--- src/rtl/lbus_axi_pkg.sv ---
// Shared types and helpers for the LBUS/AXI receive-path blocks.
package lbus_axi_pkg;

    typedef enum logic [1:0] {
        IDLE    = 2'd0,
        IN_PKT  = 2'd1,
        DISCARD = 2'd2
    } guard_state_t;

    localparam int STAT_W     = 32;
    localparam int KEEP_MAX_W = 64;

    // Number of enabled bytes in a keep vector (narrower keeps are zero-extended).
    function automatic logic [6:0] keep_popcount(input logic [KEEP_MAX_W-1:0] keep);
        logic [6:0] cnt;
        cnt = '0;
        for (int i = 0; i < KEEP_MAX_W; i++) begin
            cnt = cnt + 7'(keep[i]);
        end
        return cnt;
    endfunction

    // True when keep is 2^n-1 with n>=1: low bytes enabled, no holes, not empty.
    function automatic logic keep_is_contiguous(input logic [KEEP_MAX_W-1:0] keep);
        return (keep != '0) && ((keep & (keep + KEEP_MAX_W'(1))) == '0);
    endfunction

endpackage

--- src/rtl/axis_skid_buffer.sv ---
// Two-entry registered skid buffer. Output comes straight from a register and
// s_ready depends only on local state, so m_ready has no combinational path
// to the upstream side. s_ready stays low until the first edge after reset.
module axis_skid_buffer #(
    parameter int PAYLOAD_W = 8
) (
    input  logic                 sys_clk,
    input  logic                 sys_resetn,
    input  logic                 s_valid,
    output logic                 s_ready,
    input  logic [PAYLOAD_W-1:0] s_payload,
    output logic                 m_valid,
    input  logic                 m_ready,
    output logic [PAYLOAD_W-1:0] m_payload
);

    logic                 rdy_en;
    logic                 vld_p0;
    logic                 vld_p1;
    logic [PAYLOAD_W-1:0] payload_p0;
    logic [PAYLOAD_W-1:0] payload_p1;
    logic                 push;
    logic                 pop;
    logic                 load_p1;

    assign s_ready   = rdy_en & ~vld_p1;
    assign push      = s_valid & s_ready;
    assign pop       = vld_p0 & m_ready;
    assign load_p1   = push & ~vld_p1 & vld_p0 & ~pop;
    assign m_valid   = vld_p0;
    assign m_payload = payload_p0;

    // ---- stage p0: output register, refilled from input or from the skid entry
    always_ff @(posedge sys_clk or negedge sys_resetn) begin
        if (!sys_resetn) begin
            rdy_en     <= 1'b0;
            vld_p0     <= 1'b0;
            vld_p1     <= 1'b0;
            payload_p0 <= '0;
        end else begin
            rdy_en <= 1'b1;
            if (vld_p1) begin
                if (pop) begin
                    payload_p0 <= payload_p1;
                    vld_p1     <= 1'b0;
                end
            end else if (push) begin
                if (!vld_p0 || pop) begin
                    payload_p0 <= s_payload;
                    vld_p0     <= 1'b1;
                end else begin
                    vld_p1 <= 1'b1;
                end
            end else if (pop) begin
                vld_p0 <= 1'b0;
            end
        end
    end

    // ---- stage p1: skid entry, only meaningful while vld_p1 is set
    always_ff @(posedge sys_clk) begin
        if (load_p1) begin
            payload_p1 <= s_payload;
        end
    end

endmodule

--- src/rtl/axis_rx_pkt_guard.sv ---
// Receive-path packet framing guard: flags runt, oversize and bad-tkeep packets
// on tuser with the last beat and truncates oversize packets with a forced tlast.
// Build option: define AXIS_RX_PKT_GUARD_STATS_EN to implement the statistics
// counters; otherwise the stat_* ports are tied to zero.
module axis_rx_pkt_guard
    import lbus_axi_pkg::*;
#(
    parameter int M_TDATA_WIDTH = 8,
    parameter int MIN_BYTES     = 64,
    parameter int MAX_BYTES     = 1518,
    parameter int BYTE_CNT_W    = 16
) (
    input  logic                       sys_clk,
    input  logic                       sys_resetn,
    input  logic                       s_axis_tvalid,
    output logic                       s_axis_tready,
    input  logic [M_TDATA_WIDTH*8-1:0] s_axis_tdata,
    input  logic [M_TDATA_WIDTH-1:0]   s_axis_tkeep,
    input  logic                       s_axis_tlast,
    output logic                       m_axis_tvalid,
    input  logic                       m_axis_tready,
    output logic [M_TDATA_WIDTH*8-1:0] m_axis_tdata,
    output logic [M_TDATA_WIDTH-1:0]   m_axis_tkeep,
    output logic                       m_axis_tlast,
    output logic                       m_axis_tuser,
    output logic [STAT_W-1:0]          stat_pkt_cnt,
    output logic [STAT_W-1:0]          stat_err_cnt,
    output logic [STAT_W-1:0]          stat_trunc_cnt
);

    localparam int PAYLOAD_W = M_TDATA_WIDTH * 9 + 2;
    localparam logic [BYTE_CNT_W:0]      MAX_LEN   = (BYTE_CNT_W + 1)'(MAX_BYTES);
    localparam logic [BYTE_CNT_W:0]      MIN_LEN   = (BYTE_CNT_W + 1)'(MIN_BYTES);
    localparam logic [M_TDATA_WIDTH-1:0] KEEP_FULL = '1;

    guard_state_t          state;
    guard_state_t          state_nxt;
    logic [BYTE_CNT_W-1:0] byte_cnt;
    logic [BYTE_CNT_W-1:0] byte_cnt_nxt;
    logic                  err;
    logic                  err_nxt;
    logic                  accept;
    logic [6:0]            beat_bytes;
    logic [BYTE_CNT_W:0]   sum;
    logic                  beat_fault;
    logic                  err_all;
    logic                  emit;
    logic                  emit_last;
    logic                  emit_user;
    logic                  trunc_evt;
    logic [PAYLOAD_W-1:0]  skid_in;
    logic [PAYLOAD_W-1:0]  skid_out;

    assign accept     = s_axis_tvalid & s_axis_tready;
    assign beat_bytes = keep_popcount(KEEP_MAX_W'(s_axis_tkeep));
    // One extra bit so an oversize running total can never wrap below MAX_LEN.
    assign sum        = {1'b0, byte_cnt} + (BYTE_CNT_W + 1)'(beat_bytes);
    assign beat_fault = s_axis_tlast ? ~keep_is_contiguous(KEEP_MAX_W'(s_axis_tkeep))
                                     : (s_axis_tkeep != KEEP_FULL);
    assign err_all    = err | beat_fault;

    // ---- stage p0 input: framing state, running byte count and sticky error
    always_ff @(posedge sys_clk or negedge sys_resetn) begin
        if (!sys_resetn) begin
            state    <= IDLE;
            byte_cnt <= '0;
            err      <= 1'b0;
        end else begin
            state    <= state_nxt;
            byte_cnt <= byte_cnt_nxt;
            err      <= err_nxt;
        end
    end

    // Per-beat decision: forward, truncate, close the packet or drop the tail.
    always_comb begin
        state_nxt    = state;
        byte_cnt_nxt = byte_cnt;
        err_nxt      = err;
        emit         = 1'b0;
        emit_last    = 1'b0;
        emit_user    = 1'b0;
        trunc_evt    = 1'b0;
        if (accept) begin
            case (state)
                IDLE, IN_PKT: begin
                    emit = 1'b1;
                    if (sum > MAX_LEN) begin
                        emit_last    = 1'b1;
                        emit_user    = 1'b1;
                        trunc_evt    = 1'b1;
                        byte_cnt_nxt = '0;
                        err_nxt      = 1'b0;
                        state_nxt    = s_axis_tlast ? IDLE : DISCARD;
                    end else if (s_axis_tlast) begin
                        emit_last    = 1'b1;
                        emit_user    = err_all | (sum < MIN_LEN);
                        byte_cnt_nxt = '0;
                        err_nxt      = 1'b0;
                        state_nxt    = IDLE;
                    end else begin
                        byte_cnt_nxt = sum[BYTE_CNT_W-1:0];
                        err_nxt      = err_all;
                        state_nxt    = IN_PKT;
                    end
                end
                DISCARD: begin
                    if (s_axis_tlast) begin
                        state_nxt = IDLE;
                    end
                end
                default: begin
                    state_nxt    = IDLE;
                    byte_cnt_nxt = '0;
                    err_nxt      = 1'b0;
                end
            endcase
        end
    end

    assign skid_in = {emit_user, emit_last, s_axis_tkeep, s_axis_tdata};

    // ---- stage p0/p1: registered output plus skid entry
    axis_skid_buffer #(
        .PAYLOAD_W (PAYLOAD_W)
    ) u_skid (
        .sys_clk    (sys_clk),
        .sys_resetn (sys_resetn),
        .s_valid    (emit),
        .s_ready    (s_axis_tready),
        .s_payload  (skid_in),
        .m_valid    (m_axis_tvalid),
        .m_ready    (m_axis_tready),
        .m_payload  (skid_out)
    );

    assign {m_axis_tuser, m_axis_tlast, m_axis_tkeep, m_axis_tdata} = skid_out;

`ifdef AXIS_RX_PKT_GUARD_STATS_EN
    logic [STAT_W-1:0] pkt_cnt;
    logic [STAT_W-1:0] err_cnt;
    logic [STAT_W-1:0] trunc_cnt;
    logic              out_last_hs;

    function automatic logic [STAT_W-1:0] sat_inc(input logic [STAT_W-1:0] v);
        return (v == '1) ? v : v + STAT_W'(1);
    endfunction

    assign out_last_hs = m_axis_tvalid & m_axis_tready & m_axis_tlast;

    // Saturating statistics: packets/errors on output handshake, truncations on decision.
    always_ff @(posedge sys_clk or negedge sys_resetn) begin
        if (!sys_resetn) begin
            pkt_cnt   <= '0;
            err_cnt   <= '0;
            trunc_cnt <= '0;
        end else begin
            if (out_last_hs) begin
                pkt_cnt <= sat_inc(pkt_cnt);
            end
            if (out_last_hs && m_axis_tuser) begin
                err_cnt <= sat_inc(err_cnt);
            end
            if (trunc_evt) begin
                trunc_cnt <= sat_inc(trunc_cnt);
            end
        end
    end

    assign stat_pkt_cnt   = pkt_cnt;
    assign stat_err_cnt   = err_cnt;
    assign stat_trunc_cnt = trunc_cnt;
`else
    logic unused_stats;
    assign unused_stats   = trunc_evt;
    assign stat_pkt_cnt   = '0;
    assign stat_err_cnt   = '0;
    assign stat_trunc_cnt = '0;
`endif

endmodule
--- config.mk ---
export PLATFORM = sky130hd
export DESIGN_NAME = axis_rx_pkt_guard
export DESIGN_NICKNAME = d
export VERILOG_FILES = /design/src/rtl/lbus_axi_pkg.sv /design/src/rtl/axis_skid_buffer.sv /design/src/rtl/axis_rx_pkt_guard.sv
export SDC_FILE = /design/constraint.sdc
export NUM_CORES = 1
export LEC_CHECK = 0
export ABC_AREA = 1
export ABC_CLOCK_PERIOD_IN_PS = 5050
export CAP_MARGIN = 10
export CORE_ASPECT_RATIO = 0.5
export CORE_UTILIZATION = 24
export DETAILED_ROUTE_END_ITERATION = 6
export SLEW_MARGIN = 20
export SYNTH_ARGS = -nofsm -noshare
export SYNTH_HDL_FRONTEND = slang
export SYNTH_SLANG_ARGS = --single-unit
--- constraint.sdc ---
create_clock -name sys_clk -period 5.05 [get_ports sys_clk]
set_input_delay 0.505 -clock sys_clk [delete_from_list [all_inputs] [get_ports sys_clk]]
set_output_delay 0.505 -clock sys_clk [all_outputs]
set_load 0.05 [all_outputs]
==> Word-level counts from Yosys, hierarchy flattened <==
Index checks and enable logic that the tools add are counted.
{ "totals": {"output_inout_bits": 172, "elab_cells": 86, "in_bits": 77, "reg_bits": 170} }
{ "op_classes": {"eq_ne": 6, "order_cmp": 2, "n_mux": 33, "bitwise_logic": 14, "add_sub_neg": 9, "reduce_logical": 14} }
{ "op_table": {"columns": ["cell", "n"], "rows": [
  ["$mux W74", 4],
  ["$logic_not A64 Y1", 1],
  ["$mux W16", 2],
  ["$pmux W16 S2", 1],
  ["$mux W1", 21],
  ["$add A16 B7 Y17", 1],
  ["$gt A17 B11 Y1 const B", 1],
  ["$lt A17 B7 Y1 const B", 1],
  ["$add A8 B1 Y9 const B", 1],
  ["$and A8 B9 Y9", 1],
  ["$ne A8 B8 Y1 const B", 1],
  ["$reduce_bool A8 Y1", 1],
  ["$add A6 B1 Y7", 1],
  ["$add A7 B1 Y7", 1],
  ["$and A1 B1 Y1", 7],
  ["$add A5 B1 Y6", 1],
  ["$mux W2", 3],
  ["$ne A2 B2 Y1 const B", 3],
  ["$reduce_and A3 Y1", 2],
  ["$reduce_bool A2 Y1", 3],
  ["$add A4 B1 Y5", 1],
  ["$add A3 B1 Y4", 1],
  ["$not A1 Y1", 4],
  ["$pmux W2 S2", 1],
  ["other kinds (12)", 14]
]} }

==> Logic depth before layout (Yosys ltp) <==
Gate-level depths: netlist of the first run.
{ "logic_depth": {"ltp_word": 17, "ltp_mapped": 22, "depth_no_buf": 21} }

==> Hierarchy <==
From an unflattened synthesis of the first run, not the netlist that was laid out.
{ "hier_totals": {"hier_cells": 1029, "hier_area_um2": 8814.7} }
{ "modules_own_cells": {"columns": ["module", "n_inst", "area_per_inst_um2", "cells_each"], "rows": [
  ["axis_skid_buffer", 1, 6316.1, 659],
  ["axis_rx_pkt_guard", 1, 2498.6, 370]
]} }

==> Worst setup path after synthesis of the first run <==
OpenSTA, ideal clock, no wires.
{ "synth_path": {"path_type": "flip-flop to flip-flop", "from": "reg u_skid.vld_p1", "to": "reg u_skid.payload_p1[0], enable pin", "t_required_ps": 4543, "stages_incl_launch_ff": 7, "setup_time_ps": 507, "arrival_ps": 4813, "slack_ps": -269, "period_less_slack_ps": 5319, "path_buffers": 1, "cell_sequence": "dfrtp_1 -> clkbuf_1 -> nor2_1 -> nand2_1 -> nor2_1 -> inv_1 -> nor2_1"} }
{ "synth_between": {"elab_chain_len": 8} }
{ "synth_rtl": {"columns": ["item", "line_no", "text"], "rows": [
  ["from (decl)", "axis_skid_buffer.sv:19", "logic vld_p1;"],
  ["from (signal assigned)", "axis_skid_buffer.sv:38", "vld_p1 <= 1'b0;"],
  ["from (signal assigned)", "axis_skid_buffer.sv:45", "vld_p1 <= 1'b0;"],
  ["from (signal assigned)", "axis_skid_buffer.sv:52", "vld_p1 <= 1'b1;"],
  ["$not A1 Y1 (no source line) (*)", null, null],
  ["$and A1 B1 Y1 (*)", "axis_skid_buffer.sv:26", "assign s_ready = rdy_en & ~vld_p1;"],
  ["net s_axis_tready", "axis_rx_pkt_guard.sv:16", "output logic s_axis_tready,"],
  ["$and A1 B1 Y1", "axis_rx_pkt_guard.sv:54", "assign accept = s_axis_tvalid & s_axis_tready;"],
  ["$mux W1", "axis_rx_pkt_guard.sv:84", "if (accept) begin"],
  ["$and A1 B1 Y1 (*)", "axis_skid_buffer.sv:27", "assign push = s_valid & s_ready;"],
  ["$and A1 B1 Y1 (*) (3 in a row)", "axis_skid_buffer.sv:29", "assign load_p1 = push & ~vld_p1 & vld_p0 & ~pop;"],
  ["net u_skid.load_p1", "axis_skid_buffer.sv:24", "logic load_p1;"],
  ["to (signal assigned)", "axis_skid_buffer.sv:63", "payload_p1 <= s_payload;"],
  ["to (decl)", "axis_skid_buffer.sv:21", "logic [PAYLOAD_W-1:0] payload_p1;"]
]} }
Mark *: on every way through the listed nets, which the timed path passes. The rest lies on a longest branch.
A chain may end at the register's enable or synchronous reset.

==> Worst setup path after layout of the first run <==
{ "layout_path": {"from": "in s_axis_tkeep[0]", "to": "reg byte_cnt[5]"} }
{ "layout_between": {"elab_chain_len": 11, "elab_cells_between_ends": 12} }
{ "layout_rtl": {"columns": ["item", "line_no", "text"], "rows": [
  ["from (decl)", "axis_rx_pkt_guard.sv:18", "input logic [M_TDATA_WIDTH-1:0] s_axis_tkeep,"],
  ["$add A1 B1 Y2 (*)", "lbus_axi_pkg.sv:18", "cnt = cnt + 7'(keep[i]);"],
  ["$add A2 B1 Y3 (*)", "lbus_axi_pkg.sv:18", null],
  ["$add A3 B1 Y4 (*)", "lbus_axi_pkg.sv:18", null],
  ["$add A4 B1 Y5 (*)", "lbus_axi_pkg.sv:18", null],
  ["$add A5 B1 Y6 (*)", "lbus_axi_pkg.sv:18", null],
  ["$add A6 B1 Y7 (*)", "lbus_axi_pkg.sv:18", null],
  ["$add A7 B1 Y7 (*)", "lbus_axi_pkg.sv:18", null],
  ["$add A16 B7 Y17 (*)", "axis_rx_pkt_guard.sv:57", "assign sum = {1'b0, byte_cnt} + (BYTE_CNT_W + 1)'(beat_bytes);"],
  ["$gt A17 B11 Y1 / $mux W16 (equally long branches)", "axis_rx_pkt_guard.sv:88, axis_rx_pkt_guard.sv:95", null],
  ["$mux W16 (*)", "axis_rx_pkt_guard.sv:88", "if (sum > MAX_LEN) begin"],
  ["$pmux W16 S2 (*)", "axis_rx_pkt_guard.sv:85", "case (state)"],
  ["to (signal assigned)", "axis_rx_pkt_guard.sv:70", "byte_cnt <= byte_cnt_nxt;"],
  ["to (decl)", "axis_rx_pkt_guard.sv:38", "logic [BYTE_CNT_W-1:0] byte_cnt;"]
]} }
Mark *: on every way between the ends. The rest lies on a longest branch, timed or not.

==> run metrics, run 1 <==
Post-synth EDFFs=74; Worst setup EP type=flip-flop; CTS Buf Count=17; DR WL/cell=~14 um; largest cells by area after synthesis=dfrtp_1, edfxtp_1, nand2_1; Routed met3 length=roughly 590 um; clock latency on the worst-skew pair=0.45 ns; CTS tree=built; crit path max fanout=13; DR iter-0 viols=422; footprint of the multi-input gates=0.002778 sq mm; Final Power=6.524 mW; Synth Flop Type=dfrtp_1; CP most frequent cell=nand2_1; gpl congestion=approximately 0.91; unrepaired setup endpoints after global routing=no; Synth Instances=854; maximum root-to-sink buffer count=2; worst slew pin tran=between 0.9 and 1 ns; crit path time final=about 4.4 ns; core area=around 0.033 sq mm; final hold viol count=0; Port Buffers=152; Initial Util=24.46%; register area share after synthesis=a little under three fifths; status=finished clean; Setup-failing EPs final=0; arrival time at the worst endpoint=4.63 ns; I/O pin count=249; post-CTS sizing=0; area of the die=0.03459 sq mm; GRT Util Overall=between 10% and 20%; final core occ=31.26%; startpoint type of the worst setup path=input port; r2r setup slk=1.40 ns; worst vdd ir=approximately 230 uV; # DRC=0; Die W=262.0 um; First-pass DRT Iterations=5; Setup CP Type=in -> reg; placed standard-cell area=~0.0098 sq mm; max-cap violation count=0; vias in the first global route=just under 6,000; Final Instance Area=0.01037 sq mm; synthesized area per cell=9.501 sq um; largest net degree at the start of global routing=just over 90; Layout Area Growth over Synthesis=27.79%; fillers=3,458; Seq cells post-synth=170; first-pass GRT wire length=32,440 um; Metal-1 WL=8748 um; relative slew slack=38.85%; Post-synth ARST share=56.47%; final period utilization=86.20%; Post-Route Setup TNS=0 ns; crit-path max cell delay=~0.56 ns; Crit-path slowest cell=fa_1; Sequential Area=0.004626 sq mm; row cnt=47; top-area cell type share of the netlist area=just under 30%; Critical Path RT=5.33 ns; final WL=just over 20,000 um; antenna violation net count after detailed routing=0; Die Y=132.0 um; Syn Std Cell Area=~0.0081 sq mm; Synth top cells by count=nand2_1, buf_4, dfrtp_1; Yosys warning count=0; initial antenna violation count=0; met2 WL=10,840 um; CTS Hold Bufs=0; CP Cell Sequence=clkdlybuf4s50_1 > fa_1 > inv_1 > fa_1 > fa_1 > fa_1 > inv_1 > fa_1 > nand2_1 > nand2_1 > nand3_1 > nand2_1 > nand2_1 > nor2_1 > nand4_1 > nand2_1 > nand2_1 > nand3_2 > nor2_4 > buf_12 > nand3_1 > o21ai_0; Min-Delay Path Class=in -> async; vias per cell=4.146; Netlist cell types=30; CTS H-Tree Depth=4; Final nets=1,087; most numerous cell in the Yosys netlist=nand2_1; HPWL Detailed=14,160 um; maximum clock frequency=0.2297 GHz; Leakage=between 4 and 5 nW; Root Buffer=clkbuf_16; Overflow after GRT=0; ant diodes=0; max-slew violations=0; Sink Count=170; routed vias=6,011; Post-CTS Repair Setup Buffers=0; Buf/Inv on CP=4; DR top layer=met4; Cell Pwr Density=629.2 mW/mm^2; leading area contributor after synthesis=dfrtp_1; fraction of layout cells with a size suffix above 1=under 10%; clock skew=between 0.01 and 0.015 ns; Worst-path clk slew=0.06 ns; top cell family by delay on the critical path=adder cells
per-layer routing:
metal | vias to the layer above | track usage, %
li1 | 2921 | -
met1 | 2953 | 14.86
met2 | 116 | 20.99
met3 | 21 | 2.134
met4 | 0 | 4.271
met5 | - | 0
sequential cells by signal (all words and copies together) (netlist names):
name,cells
byte_cnt,16
u_skid.m_valid,1
state,2
err,1
u_skid.rdy_en,1
u_skid.m_payload,74
u_skid.payload_p1,74
u_skid.vld_p1,1
layout by cell type (no fill, tap or decap), types with 3 or more instances in the layout:
master / n
a21oi_1: 5
a31oi_1: 72
buf_4: 8
bufinv_16: 3
clkbuf_16: 17
clkdlybuf4s50_1: 151
conb_1: 97
dfrtp_1: 95
edfxtp_1: 74
fa_1: 5
ha_1: 9
inv_1: 44
inv_2: 3
inv_6: 3
inv_8: 4
nand2_1: 239
nand3_1: 32
nand3_2: 5
nand4_1: 8
nor2_1: 94
nor2_2: 4
o21ai_0: 10
o21ai_2: 5
kinds of logic (layout without fill, tap and decap cells):
family	count (synthesis)	count (layout)	synth area share [%]
AO/OA/AOI/OAI	96	96	7.325
adder cells (fa/ha/maj)	14	14	2.622
buffers and inverters	182	242	13.26
flip-flops	170	170	56.99
other	2	97	0.09256
AND/OR/NAND/NOR	390	390	19.71
power by group:
group | switching (mW) | total (mW) | internal, mW
registers | 0.238 | 2.05 | 1.81
clock network | 0.597 | 1.39 | 0.795
logic | 2.17 | 3.08 | 0.914
total | 3.00 | 6.52 | 3.52
stage by stage:
stage                     setup slack (ns)  hold WS [ns]  std cells
after floorplan                     0.9720        0.2094        949
after global placement              0.3268        0.4668       1418
after detailed placement            0.2845        0.4741       1418
after CTS                           0.7183        0.2351       1450
after global routing                0.4162        0.2596       1450
final                               0.6967        0.2056       1450
path summary, 6_finish.rpt:
| path | from | endpoint | cells past startpoint |
|---|---|---|---|
| max | s_axis_tkeep[0] | byte_cnt[5] | 22 |
| min | sys_resetn | u_skid.m_payload[36] | 1 |
| max reg2reg | byte_cnt[0] | byte_cnt[5] | 20 |
| min reg2reg | err | err | 2 |
| max in group asynchronous | sys_resetn | u_skid.vld_p1 | 2 |
| min in group sys_clk | err | err | 2 |
area by class of cell:
type                    count  area share [%]
clock buffers              18           4.139
clock inverters            14           1.798
inverters                  49           1.798
multi-input cells         597           26.79
flip-flops and latches    170           44.61
well taps                 441           5.322
repair buffers            161           15.54
Note: power is estimated with default switching activity, not from simulation.
==> inputs of run 2 (changes only) <==
--- a/config.mk
+++ b/config.mk
@@ -6,10 +6,11 @@
 export NUM_CORES = 1
 export LEC_CHECK = 0
 export ABC_AREA = 1
-export ABC_CLOCK_PERIOD_IN_PS = 5050
-export CAP_MARGIN = 10
+export ABC_CLOCK_PERIOD_IN_PS = 4090
+export CAP_MARGIN = 20
 export CORE_ASPECT_RATIO = 0.5
 export CORE_UTILIZATION = 24
+export CTS_CLUSTER_DIAMETER = 200
 export DETAILED_ROUTE_END_ITERATION = 6
 export SLEW_MARGIN = 20
 export SYNTH_ARGS = -nofsm -noshare
==> constraint.sdc (replaced) <==
create_clock -name sys_clk -period 4.09 [get_ports sys_clk]
set_input_delay 0.409 -clock sys_clk [delete_from_list [all_inputs] [get_ports sys_clk]]
set_output_delay 0.409 -clock sys_clk [all_outputs]
set_load 0.05 [all_outputs]
==> run 2 against run 1 <==
Net effect:
- sequential power grew 21%
- register-to-register slack lost 0.89 ns
- wire length shrank 0.22%
- critical endpoint unchanged
==> run metrics, run 2 (synthesized netlist as in run 1, its figures left out) <==
Pint=4.335 mW (was 3.520 mW); Setup CP Type=in -> reg (unchanged); grt peak-use layer=met2 (unchanged); Min-Delay Path Class=in -> async (unchanged); Clock Power Share=20.1% (was 21.3%); max-cap violation count=0 (unchanged); combinational share of power=49.3% (was 47.3%); clock latency on the worst-skew pair=0.44 ns (was 0.45 ns); Layout Area Growth over Synthesis=30.32% (was 27.79%); sequential share of power=30.6% (was 31.4%); clock skew=0.01009 ns (was 0.01394 ns); Final WS setup=0.2683 ns (was 0.6967 ns); first-pass GRT wire length=32,290 um (was 32,440 um); Cell Pwr Density=765.8 mW/mm^2 (was 629.2 mW/mm^2); CTS Hold Bufs=0 (unchanged); reg-to-reg startpoint=byte_cnt[0] (unchanged); GRT met2 Usage=20.65% (was 20.99%); Sequential Area=0.004626 sq mm (unchanged); antenna violation net count after detailed routing=0 (unchanged); most frequent cells in the layout=nand2_1, clkdlybuf4s50_1, conb_1, dfrtp_1, nor2_1 (unchanged); Worst setup EP type=flip-flop (unchanged); Overflow after GRT=0 (unchanged); fin cells=1,473 (was 1,450); GRT Util Overall=11.84% (was 12.03%); initial antenna violation count=1 (was 0); CTS H-Tree Depth=4 (unchanged); row cnt=47 (unchanged); CTS Buf Count=17 (unchanged); crit-path max cell delay=0.56 ns (about the same); vias in the first global route=5,882 (was 5,824); Setup-failing EPs final=0 (unchanged); Crit-path slowest cell=fa_1 (unchanged); crit path max fanout=7 (was 13); Final Power=8.097 mW (was 6.524 mW); Fin Hold WS=0.01255 ns (was 0.2056 ns); met3 usage=1.884% (was 2.134%); area of the die=0.03459 sq mm (unchanged); post-place setup slack=-0.4646 ns (was 0.2845 ns); relative slew slack=41.37% (was 38.85%); Die Y=132.0 um (unchanged); unrepaired setup endpoints after global routing=no (unchanged); CP Cell Sequence=dlymetal6s2s_1 > fa_1 > inv_1 > fa_1 > fa_1 > fa_2 > inv_2 > fa_2 > nand3_1 > nand3_1 > nand4_1 > a21oi_1 > nand3_2 > nor2_4 > nand3_4 > nor2_4 > buf_12 > nand3_1 > o21ai_1 (was clkdlybuf4s50_1 > fa_1 > inv_1 > fa_1 > fa_1 > fa_1 > inv_1 > fa_1 > nand2_1 > nand2_1 > nand3_1 > nand2_1 > nand2_1 > nor2_1 > nand4_1 > nand2_1 > nand2_1 > nand3_2 > nor2_4 > buf_12 > nand3_1 > o21ai_0); Critical Path RT=4.44 ns (was 5.33 ns); Worst-path clk slew=0.07 ns (was 0.06 ns); status=finished clean (unchanged); Buf/Inv on CP=4 (unchanged); final WL=20,470 um (was 20,520 um); max-slew violations=0 (unchanged); most common cell after layout, fill and taps aside=nand2_1 (unchanged); final period utilization=93.44%; Sw Pwr=3.762 mW (was 3.004 mW); met1 Usage GRT=14.56% (was 14.86%); fraction of layout cells with a size suffix above 1=9.893% (was 6.442%); placed cells=1,438 (was 1,418); HPWL Detailed=14,190 um (was 14,160 um); worst slew pin tran=0.8795 ns (was 0.9173 ns); fillers=3,391 (was 3,458); Root Buffer=clkbuf_16 (unchanged); startpoint type of the worst setup path=input port (unchanged); Leakage=4.462 nW (was 4.339 nW); routed vias=5,989 (was 6,011); switching share of power=46.46% (was 46.04%); Sink Count=170 (unchanged); worst vdd ir=270.6 uV (was 225.7 uV); # DRC=0 (unchanged); I/O pin count=249 (unchanged); vias per cell=4.066 (was 4.146); Port Buffers=152 (unchanged); reg2reg path depth=18 (was 20); largest net degree at the start of global routing=78 (was 91); top cell family by delay on the critical path=adder cells (unchanged); r2r setup slk=0.51 ns (was 1.40 ns); CTS tree=built (unchanged); gpl congestion=0.8991 (was 0.9106); DR WL/cell=13.90 um (was 14.15 um); crit path time final=3.822 ns; final hold viol count=0 (unchanged); arrival time at the worst endpoint=4.17 ns (was 4.63 ns); maximum root-to-sink buffer count=2 (unchanged); maximum clock frequency=0.2617 GHz; Final nets=1,109 (was 1,087); footprint of the multi-input gates=0.002828 sq mm (was 0.002778 sq mm); reg2reg end=byte_cnt[5] (unchanged); DR iter-0 viols=337 (was 422); First-pass DRT Iterations=4 (was 5); core area=0.03317 sq mm (unchanged); Initial Util=24.46% (unchanged); Die W=262.0 um (unchanged); final core occ=31.88% (was 31.26%)
-- run 2: changes by cell type in the layout (fill, tap and decap cells not counted), sizes merged --
cell,delta
diode,+1
bufinv,-2
clkdlybuf4s50,-3
clkinv,+2
clkinvlp,+1
dlymetal6s2s,+2
clkbuf,+1
buf,+21
-- run 2: power groups by stage --
stage	sequential, mW	combinational [mW]	clock [mW]
floorplan	3.75	1.43	0
global placement	2.50	3.93	0
detailed placement	2.52	3.98	0
CTS	2.49	3.99	1.66
global route	2.54	4.26	1.73
finish	2.48	3.99	1.63
-- run 2: area by class of cell --
cell class,instances,area share [%]
inverter,49,1.763
multi-input combinational,597,26.74
sequential,170,43.75
clock buffer,17,4.023
timing repair buffer,183,16.97
tap,441,5.218
antenna,1,0.02367
clock inverter,15,1.515
-- run 2: worst max-delay path by stage --
stage	endpoint	startpoint	slack (ns)	cells after the start
floorplan	u_skid.payload_p1[0]	u_skid.vld_p1	0.01	6
global placement	u_skid.payload_p1[73]	s_axis_tkeep[0]	-0.45	21
global route	byte_cnt[5]	s_axis_tkeep[1]	0.01	20
detailed placement	byte_cnt[5]	s_axis_tkeep[0]	-0.46	22
CTS	byte_cnt[5]	s_axis_tkeep[0]	0.004	20
finish	byte_cnt[5]	s_axis_tkeep[1]	0.27	19
-- run 2: per-layer routing --
metal	part of all wire, %	vias to the layer above	wire, um
met3	1.8	27	362
met5	0	-	0
met2	53	80	10800
li1	-	2949	-
met1	43	2933	8838
met4	2.3	0	467
-- run 2: repair_timing --
action,in CTS,in global routing
gates resized for setup,1,20
pin swaps,0,11
setup endpoints to repair,1,18
gates cloned,0,1
setup buffers,0,1
-- run 2: metrics by stage --
stage	area, sq um	setup TNS, ns
after floorplan	8473	0
after global placement	9903	-7.013
after detailed placement	9903	-7.449
after CTS	10490	0
after global routing	10570	0
final	10570	0
==> inputs of run 3 (changes only) <==
--- a/config.mk
+++ b/config.mk
@@ -8,10 +8,13 @@
 export ABC_AREA = 1
 export ABC_CLOCK_PERIOD_IN_PS = 4090
 export CAP_MARGIN = 20
+export CELL_PAD_IN_SITES_DETAIL_PLACEMENT = 1
+export CELL_PAD_IN_SITES_GLOBAL_PLACEMENT = 1
 export CORE_ASPECT_RATIO = 0.5
 export CORE_UTILIZATION = 24
 export CTS_CLUSTER_DIAMETER = 200
 export DETAILED_ROUTE_END_ITERATION = 6
+export PLACE_DENSITY_LB_ADDON = 0.1
 export SLEW_MARGIN = 20
 export SYNTH_ARGS = -nofsm -noshare
 export SYNTH_HDL_FRONTEND = slang
==> run 3 against run 2 <==
Net effect:
- combinational power increased by 3%
- register-to-register slack better by 0.07 ns
- global-route usage up 1.7 points
- core utilization increased by 0.060 points
- hold slack improved by 0.34 ns
- largest power group unchanged
- highest routed layer unchanged
- critical endpoint unchanged
==> run metrics, run 3 (synthesized netlist as in run 1, its figures left out) <==
initial antenna violation count=0 (was 1); Min-Delay Path Class=in -> reg (was in -> async); maximum clock frequency=0.2609 GHz (was 0.2617 GHz); final WL=22,780 um (was 20,470 um); clock latency on the worst-skew pair=0.44 ns (about the same); grt peak-use layer=met2 (unchanged); HPWL Detailed=15,200 um (was 14,190 um); Leakage=4.478 nW (was 4.462 nW); worst vdd ir=249.9 uV (was 270.6 uV); maximum root-to-sink buffer count=2 (unchanged); DR iter-0 viols=266 (was 337); row cnt=47 (unchanged); crit path max fanout=7 (unchanged); Worst setup EP type=flip-flop (unchanged); Sink Count=170 (unchanged); Worst-path clk slew=0.07 ns (about the same); largest net degree at the start of global routing=95 (was 78); Die Y=132.0 um (unchanged); Setup CP Type=in -> reg (unchanged); vias in the first global route=6,339 (was 5,882); Overflow after GRT=0 (unchanged); Crit-path slowest cell=fa_1 (unchanged); I/O pin count=249 (unchanged); status=finished clean (unchanged); CTS H-Tree Depth=4 (unchanged); CP most frequent cell=nand2_2; routed vias=6,038 (was 5,989); Buf/Inv on CP=4 (unchanged); # DRC=0 (unchanged); CP Cell Sequence=dlymetal6s2s_1 > fa_1 > inv_1 > fa_1 > fa_1 > fa_2 > inv_2 > fa_2 > nand2_2 > nand2_2 > nand2_2 > nand2_1 > nand2_1 > nand2_1 > nand4_1 > nand2_2 > nand2_2 > nand3_2 > nor2_4 > buf_12 > nand3_1 > o21ai_1 (was dlymetal6s2s_1 > fa_1 > inv_1 > fa_1 > fa_1 > fa_2 > inv_2 > fa_2 > nand3_1 > nand3_1 > nand4_1 > a21oi_1 > nand3_2 > nor2_4 > nand3_4 > nor2_4 > buf_12 > nand3_1 > o21ai_1); placed standard-cell area=0.009946 sq mm (was 0.009903 sq mm); core area=0.03317 sq mm (unchanged); Fin Hold WS=0.3513 ns (was 0.01255 ns); gpl congestion=0.7523 (was 0.8991); Layout Area Growth over Synthesis=30.56% (was 30.32%); CTS tree=built (unchanged); ant diodes=0 (was 1); Initial Util=24.46% (unchanged); Setup-failing EPs final=0 (unchanged); Cell Pwr Density=764.3 mW/mm^2 (was 765.8 mW/mm^2); crit path time final=3.832 ns (was 3.822 ns); Final Instance Area=0.01059 sq mm (was 0.01057 sq mm); worst slew pin tran=0.9567 ns (was 0.8795 ns); most frequent cells in the layout=nand2_1, clkdlybuf4s50_1, conb_1, dfrtp_1, nor2_1 (unchanged); crit-path max cell delay=0.54 ns (was 0.56 ns); area of the die=0.03459 sq mm (unchanged); top cell family by delay on the critical path=adder cells (unchanged); max-slew violations=0 (unchanged); met3 usage=3.114% (was 1.884%); Critical Path RT=4.44 ns (about the same); First-pass DRT Iterations=6 (was 4); Root Buffer=clkbuf_16 (unchanged); arrival time at the worst endpoint=4.19 ns (was 4.17 ns); GRT Util Overall=13.58% (was 11.84%); antenna violation net count after detailed routing=0 (unchanged); Final nets=1,115 (was 1,109); most common cell after layout, fill and taps aside=nand2_1 (unchanged); fraction of layout cells with a size suffix above 1=9.836% (was 9.893%); post-place setup slack=-0.5770 ns (was -0.4646 ns); CTS Buf Count=17 (unchanged); Die W=262.0 um (unchanged); GRT met2 Usage=24.48% (was 20.65%); max-cap violation count=0 (unchanged); clock skew=0.01087 ns (was 0.01009 ns); Port Buffers=152 (unchanged); vias per cell=4.085 (was 4.066); final period utilization=93.70% (was 93.44%); placed cells=1,442 (was 1,438); DR WL/cell=15.41 um (was 13.90 um); final hold viol count=0 (unchanged); Final WS setup=0.2576 ns (was 0.2683 ns); relative slew slack=36.15% (was 41.37%); fin cells=1,478 (was 1,473); unrepaired setup endpoints after global routing=no (unchanged); startpoint type of the worst setup path=input port (unchanged); first-pass GRT wire length=35,870 um (was 32,290 um); met1 Usage GRT=16.27% (was 14.56%)
[run 3: changes by cell type in the layout (fill, tap and decap cells not counted), moves of 2 or more]
| cell | before | now |
|---|---|---|
| buf_4 | 29 | 32 |
| clkbuf_1 | 0 | 3 |
| clkinv_4 | 0 | 3 |
| clkinv_8 | 2 | 0 |
| inv_8 | 3 | 1 |
| nor2_2 | 3 | 5 |
[run 3: repair_timing]
action / in CTS / in global routing
endpoints found under the setup margin: 15 / 18
gates resized for setup: 7 / 9
endpoints found under the hold margin: 0 / 20
pin swaps: 2 / 6
hold buffers: 0 / 1
buffers inserted: 0 / 1
gates cloned: 0 / 1
[run 3: stage by stage]
step | utilization [%] | power (mW) | setup TNS [ns]
after CTS | 31.65 | 8.232 | 0
after global routing | 31.94 | 8.601 | 0
after floorplan | - | 5.183 | 0
final | 31.94 | 8.097 | 0
after detailed placement | 29.99 | 6.635 | -8.987
after global placement | 29.99 | 6.589 | -8.068
[run 3: final cells by class]
type | count | area (sq um)
clock buffer | 21 | 450.4
clock inverter | 11 | 87.58
fill | 3799 | 22570
inverter | 49 | 186.4
multi-input combinational | 597 | 2810
sequential | 170 | 4626
tap | 441 | 551.8
timing repair buffer | 189 | 1882
[run 3: power breakdown]
group | leakage, nW | switching, mW | internal [mW]
Combinational | 2.44 | 2.82 | 1.27
Clock | 0.258 | 0.733 | 0.804
Sequential | 1.79 | 0.229 | 2.24
Total | 4.48 | 3.78 | 4.32
[run 3: worst paths after layout]
kind	startpoint	endpoint	slack, ns	depth (start not counted)
max in group asynchronous	sys_resetn	u_skid.m_payload[0]	2.78	4
max	s_axis_tkeep[0]	byte_cnt[5]	0.26	22
min in group asynchronous	sys_resetn	byte_cnt[3]	0.43	2
min reg2reg	state[0]	state[0]	0.49	2
min	s_axis_tkeep[3]	u_skid.payload_p1[67]	0.35	2
max reg2reg	byte_cnt[0]	byte_cnt[5]	0.58	20
[run 3: routing by layer]
layer,wire length [um],part of all wire (%),up-vias
met5,0,0,-
met2,11970,53,94
met1,9957,44,2961
met3,616,2.7,15
li1,-,-,2968
met4,233,1.0,0
